==> src/rtl/mac_pkg.sv <==
// Shared definitions for the mac burst sequencer: datapath widths,
// saturation limit and the sequencer state encoding.
package mac_pkg;

  localparam int unsigned W      = 4;      // operand width
  localparam int unsigned ACC_W  = 12;     // accumulator width
  localparam int unsigned LEN_W  = 8;      // burst length field width
  localparam int unsigned TRUNC  = 2;      // product LSBs zeroed in approximate mode
  localparam int unsigned PROD_W = 2 * W;  // full product width

  localparam logic [ACC_W-1:0] ACC_MAX = '1;

  typedef enum logic [1:0] {
    IDLE  = 2'd0,
    RUN   = 2'd1,
    DRAIN = 2'd2,
    DONE  = 2'd3
  } state_t;

endpackage

==> src/rtl/mac_burst_sched_if.sv <==
// Command / operand-stream / result bundle of the mac burst sequencer.
//   master: burst issuer (drives start, len, approx_en, in_valid, in_a, in_b)
//   slave : sequencer    (drives in_ready, busy, done, acc_out, ovf)
interface mac_burst_sched_if;
  import mac_pkg::*;

  logic             start;
  logic [LEN_W-1:0] len;
  logic             approx_en;
  logic             in_valid;
  logic             in_ready;
  logic [W-1:0]     in_a;
  logic [W-1:0]     in_b;
  logic             busy;
  logic             done;
  logic [ACC_W-1:0] acc_out;
  logic             ovf;

  modport master (
    output start, len, approx_en, in_valid, in_a, in_b,
    input  in_ready, busy, done, acc_out, ovf
  );

  modport slave (
    input  start, len, approx_en, in_valid, in_a, in_b,
    output in_ready, busy, done, acc_out, ovf
  );

endinterface

==> src/rtl/mac_burst_dp.sv <==
// Two-stage multiply-accumulate datapath: registered (optionally truncated)
// product, then a saturating accumulator with a sticky overflow flag.
//   clear      : zero acc/ovf and flush the product stage (burst start)
//   beat_valid : operand pair a/b is consumed this cycle
//   mode       : 1 = zero the low TRUNC product bits
//   acc, ovf   : running sum and sticky saturation flag
module mac_burst_dp
  import mac_pkg::*;
(
  input  logic             clk,
  input  logic             rst_n,
  input  logic             clear,
  input  logic             beat_valid,
  input  logic             mode,
  input  logic [W-1:0]     a,
  input  logic [W-1:0]     b,
  output logic [ACC_W-1:0] acc,
  output logic             ovf
);

  localparam logic [PROD_W-1:0] TRUNC_MASK = {PROD_W{1'b1}} << TRUNC;

  logic [PROD_W-1:0] prod;
  logic              prod_v;
  logic [PROD_W-1:0] prod_full;
  logic [ACC_W:0]    sum;
  logic              over;

  // Product and saturating sum; one spare bit on the sum catches the carry.
  always_comb begin
    prod_full = PROD_W'(a) * PROD_W'(b);
    sum       = {1'b0, acc} + (ACC_W + 1)'(prod);
    over      = (sum > (ACC_W + 1)'(ACC_MAX));
  end

  always_ff @(posedge clk or negedge rst_n) begin
    if (!rst_n) begin
      prod   <= '0;
      prod_v <= 1'b0;
      acc    <= '0;
      ovf    <= 1'b0;
    end else if (clear) begin
      prod_v <= 1'b0;
      acc    <= '0;
      ovf    <= 1'b0;
    end else begin
      prod_v <= beat_valid;
      if (beat_valid) begin
        prod <= mode ? (prod_full & TRUNC_MASK) : prod_full;
      end
      if (prod_v) begin
        acc <= over ? ACC_MAX : sum[ACC_W-1:0];
        if (over) begin
          ovf <= 1'b1;
        end
      end
    end
  end

endmodule

==> src/rtl/mac_burst_sched.sv <==
// Burst sequencer around the shared mac datapath: takes a length/mode
// command, pulls len operand pairs over valid/ready, waits for the pipeline
// to drain and pulses done with the final accumulated value.
//   clk, rst_n : clock, asynchronous active-low reset
//   bus        : command, operand stream and result (slave side)
module mac_burst_sched
  import mac_pkg::*;
(
  input  logic             clk,
  input  logic             rst_n,
  mac_burst_sched_if.slave bus
);

  state_t           state, state_nx;
  logic [LEN_W-1:0] remaining, remaining_nx;
  logic             mode, mode_nx;
  logic             pipe_v;
  logic             in_ready_q, busy_q, done_q;
  logic             beat;
  logic             clear;

  assign beat  = bus.in_valid & in_ready_q;
  assign clear = bus.start & (state == IDLE);

  // Next-state, burst counter and mode latch.
  always_comb begin
    state_nx     = state;
    remaining_nx = remaining;
    mode_nx      = mode;
    case (state)
      IDLE: begin
        if (bus.start) begin
          remaining_nx = bus.len;
          mode_nx      = bus.approx_en;
          state_nx     = (bus.len == '0) ? DONE : RUN;
        end
      end
      RUN: begin
        if (beat) begin
          remaining_nx = remaining - LEN_W'(1);
          if (remaining == LEN_W'(1)) begin
            state_nx = DRAIN;
          end
        end
      end
      // Last product still sits in stage 1 on entry; leave once it is folded in.
      DRAIN: begin
        if (!pipe_v) begin
          state_nx = DONE;
        end
      end
      DONE: begin
        state_nx = IDLE;
      end
      default: begin
        state_nx = IDLE;
      end
    endcase
  end

  // State plus registered handshake/status outputs derived from next state.
  always_ff @(posedge clk or negedge rst_n) begin
    if (!rst_n) begin
      state      <= IDLE;
      remaining  <= '0;
      mode       <= 1'b0;
      pipe_v     <= 1'b0;
      in_ready_q <= 1'b0;
      busy_q     <= 1'b0;
      done_q     <= 1'b0;
    end else begin
      state      <= state_nx;
      remaining  <= remaining_nx;
      mode       <= mode_nx;
      pipe_v     <= beat;
      in_ready_q <= (state_nx == RUN);
      busy_q     <= (state_nx != IDLE);
      done_q     <= (state_nx == DONE);
    end
  end

  assign bus.in_ready = in_ready_q;
  assign bus.busy     = busy_q;
  assign bus.done     = done_q;

  mac_burst_dp u_dp (
    .clk        (clk),
    .rst_n      (rst_n),
    .clear      (clear),
    .beat_valid (beat),
    .mode       (mode),
    .a          (bus.in_a),
    .b          (bus.in_b),
    .acc        (bus.acc_out),
    .ovf        (bus.ovf)
  );

endmodule

==> src/flat_wrapper.sv <==
// flat-port wrapper written by rule: the top's interface ports become plain ports
module mac_burst_sched_flat import mac_pkg::*;
  (clk, rst_n, bus_start, bus_len, bus_approx_en, bus_in_valid, bus_in_a, bus_in_b, bus_in_ready, bus_busy, bus_done, bus_acc_out, bus_ovf);
  mac_burst_sched_if bus_i ();
  input  logic clk;
  input  logic rst_n;
  input wire logic [$bits(bus_i.start)-1:0] bus_start;
  input wire logic [$bits(bus_i.len)-1:0] bus_len;
  input wire logic [$bits(bus_i.approx_en)-1:0] bus_approx_en;
  input wire logic [$bits(bus_i.in_valid)-1:0] bus_in_valid;
  input wire logic [$bits(bus_i.in_a)-1:0] bus_in_a;
  input wire logic [$bits(bus_i.in_b)-1:0] bus_in_b;
  output wire logic [$bits(bus_i.in_ready)-1:0] bus_in_ready;
  output wire logic [$bits(bus_i.busy)-1:0] bus_busy;
  output wire logic [$bits(bus_i.done)-1:0] bus_done;
  output wire logic [$bits(bus_i.acc_out)-1:0] bus_acc_out;
  output wire logic [$bits(bus_i.ovf)-1:0] bus_ovf;
  assign bus_i.start = bus_start;
  assign bus_i.len = bus_len;
  assign bus_i.approx_en = bus_approx_en;
  assign bus_i.in_valid = bus_in_valid;
  assign bus_i.in_a = bus_in_a;
  assign bus_i.in_b = bus_in_b;
  assign bus_in_ready = bus_i.in_ready;
  assign bus_busy = bus_i.busy;
  assign bus_done = bus_i.done;
  assign bus_acc_out = bus_i.acc_out;
  assign bus_ovf = bus_i.ovf;
  mac_burst_sched u_core (.clk(clk), .rst_n(rst_n), .bus(bus_i));
endmodule
==> config.mk <==
export PLATFORM = sky130hd
export DESIGN_NAME = mac_burst_sched_flat
export DESIGN_NICKNAME = d
export VERILOG_FILES = /design/src/rtl/mac_pkg.sv /design/src/rtl/mac_burst_sched_if.sv /design/src/rtl/mac_burst_dp.sv /design/src/rtl/mac_burst_sched.sv /design/src/flat_wrapper.sv
export SDC_FILE = /design/constraint.sdc
export NUM_CORES = 1
export LEC_CHECK = 0
export CAP_MARGIN = 20
export CORE_MARGIN = 1.5
export CORE_UTILIZATION = 57
export CTS_BUF_LIST = sky130_fd_sc_hd__clkbuf_4 sky130_fd_sc_hd__clkbuf_8
export DETAILED_ROUTE_END_ITERATION = 8
export PLACE_DENSITY = 0.88
export SYNTH_ARGS = -nofsm -noshare
export SYNTH_HDL_FRONTEND = slang
export SYNTH_SLANG_ARGS = --single-unit
==> constraint.sdc <==
create_clock -name clk -period 2.33 [get_ports clk]
set_input_delay 0.233 -clock clk [delete_from_list [all_inputs] [get_ports clk]]
set_output_delay 0.233 -clock clk [all_outputs]
set_load 0.05 [all_outputs]
==> metrics.cfg <==
[yosys]
syn_area_per_cell_sq_um=9.03
async_flop_share=1.00
synth-edff-count=0
ys.flop_type=dfrtp_1
synthesis.area_sq_mm=0.00255
synth_area_leaders=dfrtp_1 (36%), ha_1 (11%), a21oi_1 (5.3%)
synthMostInstantiatedCell=dfrtp_1
synth_fp_nets=331
seq_area_frac_synth=0.362
synth_cell_types=57
synthCells=283
ys_seq_elements=37
ys_warn_count=0
yosysTopAreaCellShare=0.362
yosysTopAreaCell=dfrtp_1
yosys-top-cells-count=dfrtp_1 (37), nand2_1 (35), a21oi_1 (27), nor2_1 (23), ha_1 (22)

[drt]
vias=2210
vias_per_cell=5.76
drcViolationCount=0
first_pass_iters=4
totalWireLength_um=5740
drt_iter0_drc=106
postRouteAntennaNets=0
wl_per_cell_um=14.9

[floorplanning]
fp.dieH_um=70.0
rows=24
io_pins=37
fp.dieArea_sq_mm=0.00489
initial_core_util=0.591
fp.coreArea_sq_mm=0.00432
fp.dieW_um=70.0

[worst_setup_path]
crit_chain=ha_2, inv_1, fa_1, nand2b_1, a211oi_2, o21a_2, o21bai_4, a31oi_1
timing_worst_setup_path_type=reg2reg
end_kind=flop
startpoint_type=flop
cp.required_ns=2.54
arrival_ns=2.45
slowest_delay_ns=0.41
path_max_fanout=10
critPathSlowestCell=fa_1

[timing]
max_freq_mhz=447
tightest_slew_ns=0.500
post-route-period-util=0.961
finalCriticalPeriod_ns=2.24
setup_ws_ns=0.0908
finClkSkew_ns=0.00545
tns_ns=0
hold_viol=0
slew_violations=0
maxSlewHeadroom=0.666
setup_viol=0

[clock_tree]
cts_hold_buffers=0
clkTransAtPathRegs_ns=0.08
worst_skew_pair.late_latency_ns=0.30
htreeDepth=2
cts_tree=yes
cts_buffers=5
root_buffer=clkbuf_8
cts_buffer_depth=2
cts_sinks=37

[global_routing]
first_global_vias=2063
gr-usage-all-layers=0.240
antenna_found_initial=0
grt_max_degree=38
grt_pass1_wl_um=9270
grt-ovfl-total=0

[cells_and_area]
syn_to_final_growth_pct=24.8
antenna_cells=0
layout.nets=379
final_util=0.737
layout-drive-gt1-share=0.151

[placement]
dp.final_hpwl_um=4060
post-place-ws_ns=-0.635
io_buffers=36
place_congestion=0.843

[hold_path]
hp-class=in2reg

[pwr]
ir_worst_vdd_v=0.000560
p_leak_nw=1.45
powerDensity_mw_per_mm2=1150

[run_status]
outcome=finished clean

[flow_run]
cap_violations=0

[final timing paths]
path | slack, ns | depth (start not counted) | endpoint | start
min in group asynchronous | 0.35 | 2 | u_core.remaining[6] | rst_n
worst min-delay path | 0.31 | 4 | u_core.u_dp.prod[0] | bus_in_a[0]
worst max-delay path | 0.09 | 8 | u_core.u_dp.acc[7] | u_core.u_dp.acc[0]
worst min register to register | 0.50 | 1 | u_core.remaining[3] | u_core.remaining[3]
max in group asynchronous | 1.64 | 2 | u_core.u_dp.acc[0] | rst_n
worst max register to register | 0.09 | 8 | u_core.u_dp.acc[7] | u_core.u_dp.acc[0]
[registers in the layout, indices dropped and copies added, names as in the netlist]
| name | count |
|---|---|
| u_core.u_dp.acc | 12 |
| u_core.remaining | 8 |
| u_core.u_dp.prod | 8 |
| u_core.state | 2 |
| u_core.bus.busy | 1 |
| u_core.bus.done | 1 |
| u_core.bus.in_ready | 1 |
| u_core.mode | 1 |
| u_core.pipe_v | 1 |
| u_core.u_dp.ovf | 1 |
| u_core.u_dp.prod_v | 1 |
[final cells by class]
cell class                      count  area (sq um)
Multi-Input combinational cell    220          1580
Fill cell                         327          1140
Sequential cell                    37           927
Timing Repair Buffer               50           438
Clock buffer                        6          76.3
Tap cell                           52          65.1
Inverter                           17          63.8
Clock inverter                      2          38.8
[through the flow]
step           std cells  power, W  instance area, sq um  hold slack [ns]
4_1_cts              383   0.00366                  3160            0.370
3_5_place_dp         375   0.00305                  3030            0.473
6_report             384   0.00368                  3190            0.311
2_1_floorplan        283   0.00249                  2560          -0.0626
3_3_place_gp         375   0.00297                  3030            0.470
5_1_grt              384   0.00395                  3190            0.327
[critical path: cells and delay by family, from the launching register on]
family          cells  cell delay [ns]
fa+ha+maj           2             0.61
simple gates        1             0.20
flops               1             0.38
compound gates      4             0.91
buf+inv             1             0.06
[report_power, final]
part	total, W	leakage, nW	switching (W)	internal (W)
Sequential	0.00110	0.437	0.000220	0.000883
Combinational	0.00200	0.950	0.00120	0.000807
Clock	0.000574	0.0588	0.000241	0.000333
Total	0.00368	1.45	0.00166	0.00202
[layer usage]
layer / up-vias / track usage / part of all wire
met4: 0 / 0.0855 / 0.0099
met2: 53 / 0.411 / 0.51
li1: 1093 / - / -
met5: - / 0 / 0
met3: 7 / 0.0548 / 0.038
met1: 1057 / 0.298 / 0.44
[cells in the final DEF (no fill, tap or decap), types with 4 or more instances in the layout]
cell             Yosys  routed
and2_1              12      12
ha_1                22      17
a21o_1               4       4
dfrtp_1             37      36
o21ai_0             19      18
clkdlybuf4s50_1      0      29
nor2_1              23      23
fa_1                 5       4
nand3_1              6       6
clkbuf_8             0       5
xor2_1               5       5
nand2_2              1       4
buf_4                1      14
inv_1               17      16
ha_4                 0       4
nand2_1             35      32
a21oi_1             27      25
nor3_1               5       5
buf_2                3       4
[timing repair]
item,in CTS,in global routing
buffers inserted,0,1
resized for setup,21,12
pin swaps,10,13
cloned,0,0
setup endpoints to repair,4,5
[kinds of logic (layout without fill, tap and decap cells)]
family	after synthesis	count (layout)	synth area share
DFF	37	37	0.362
buffers and inverters	26	75	0.0470
adders and majority gates	27	27	0.147
and+or+nand+nor	102	102	0.201
AOI/OAI and AO/OA	81	81	0.207
xor gates and xnor gates	7	7	0.0240
muxes	3	3	0.0118
Note: power is estimated with default switching activity, not from simulation.
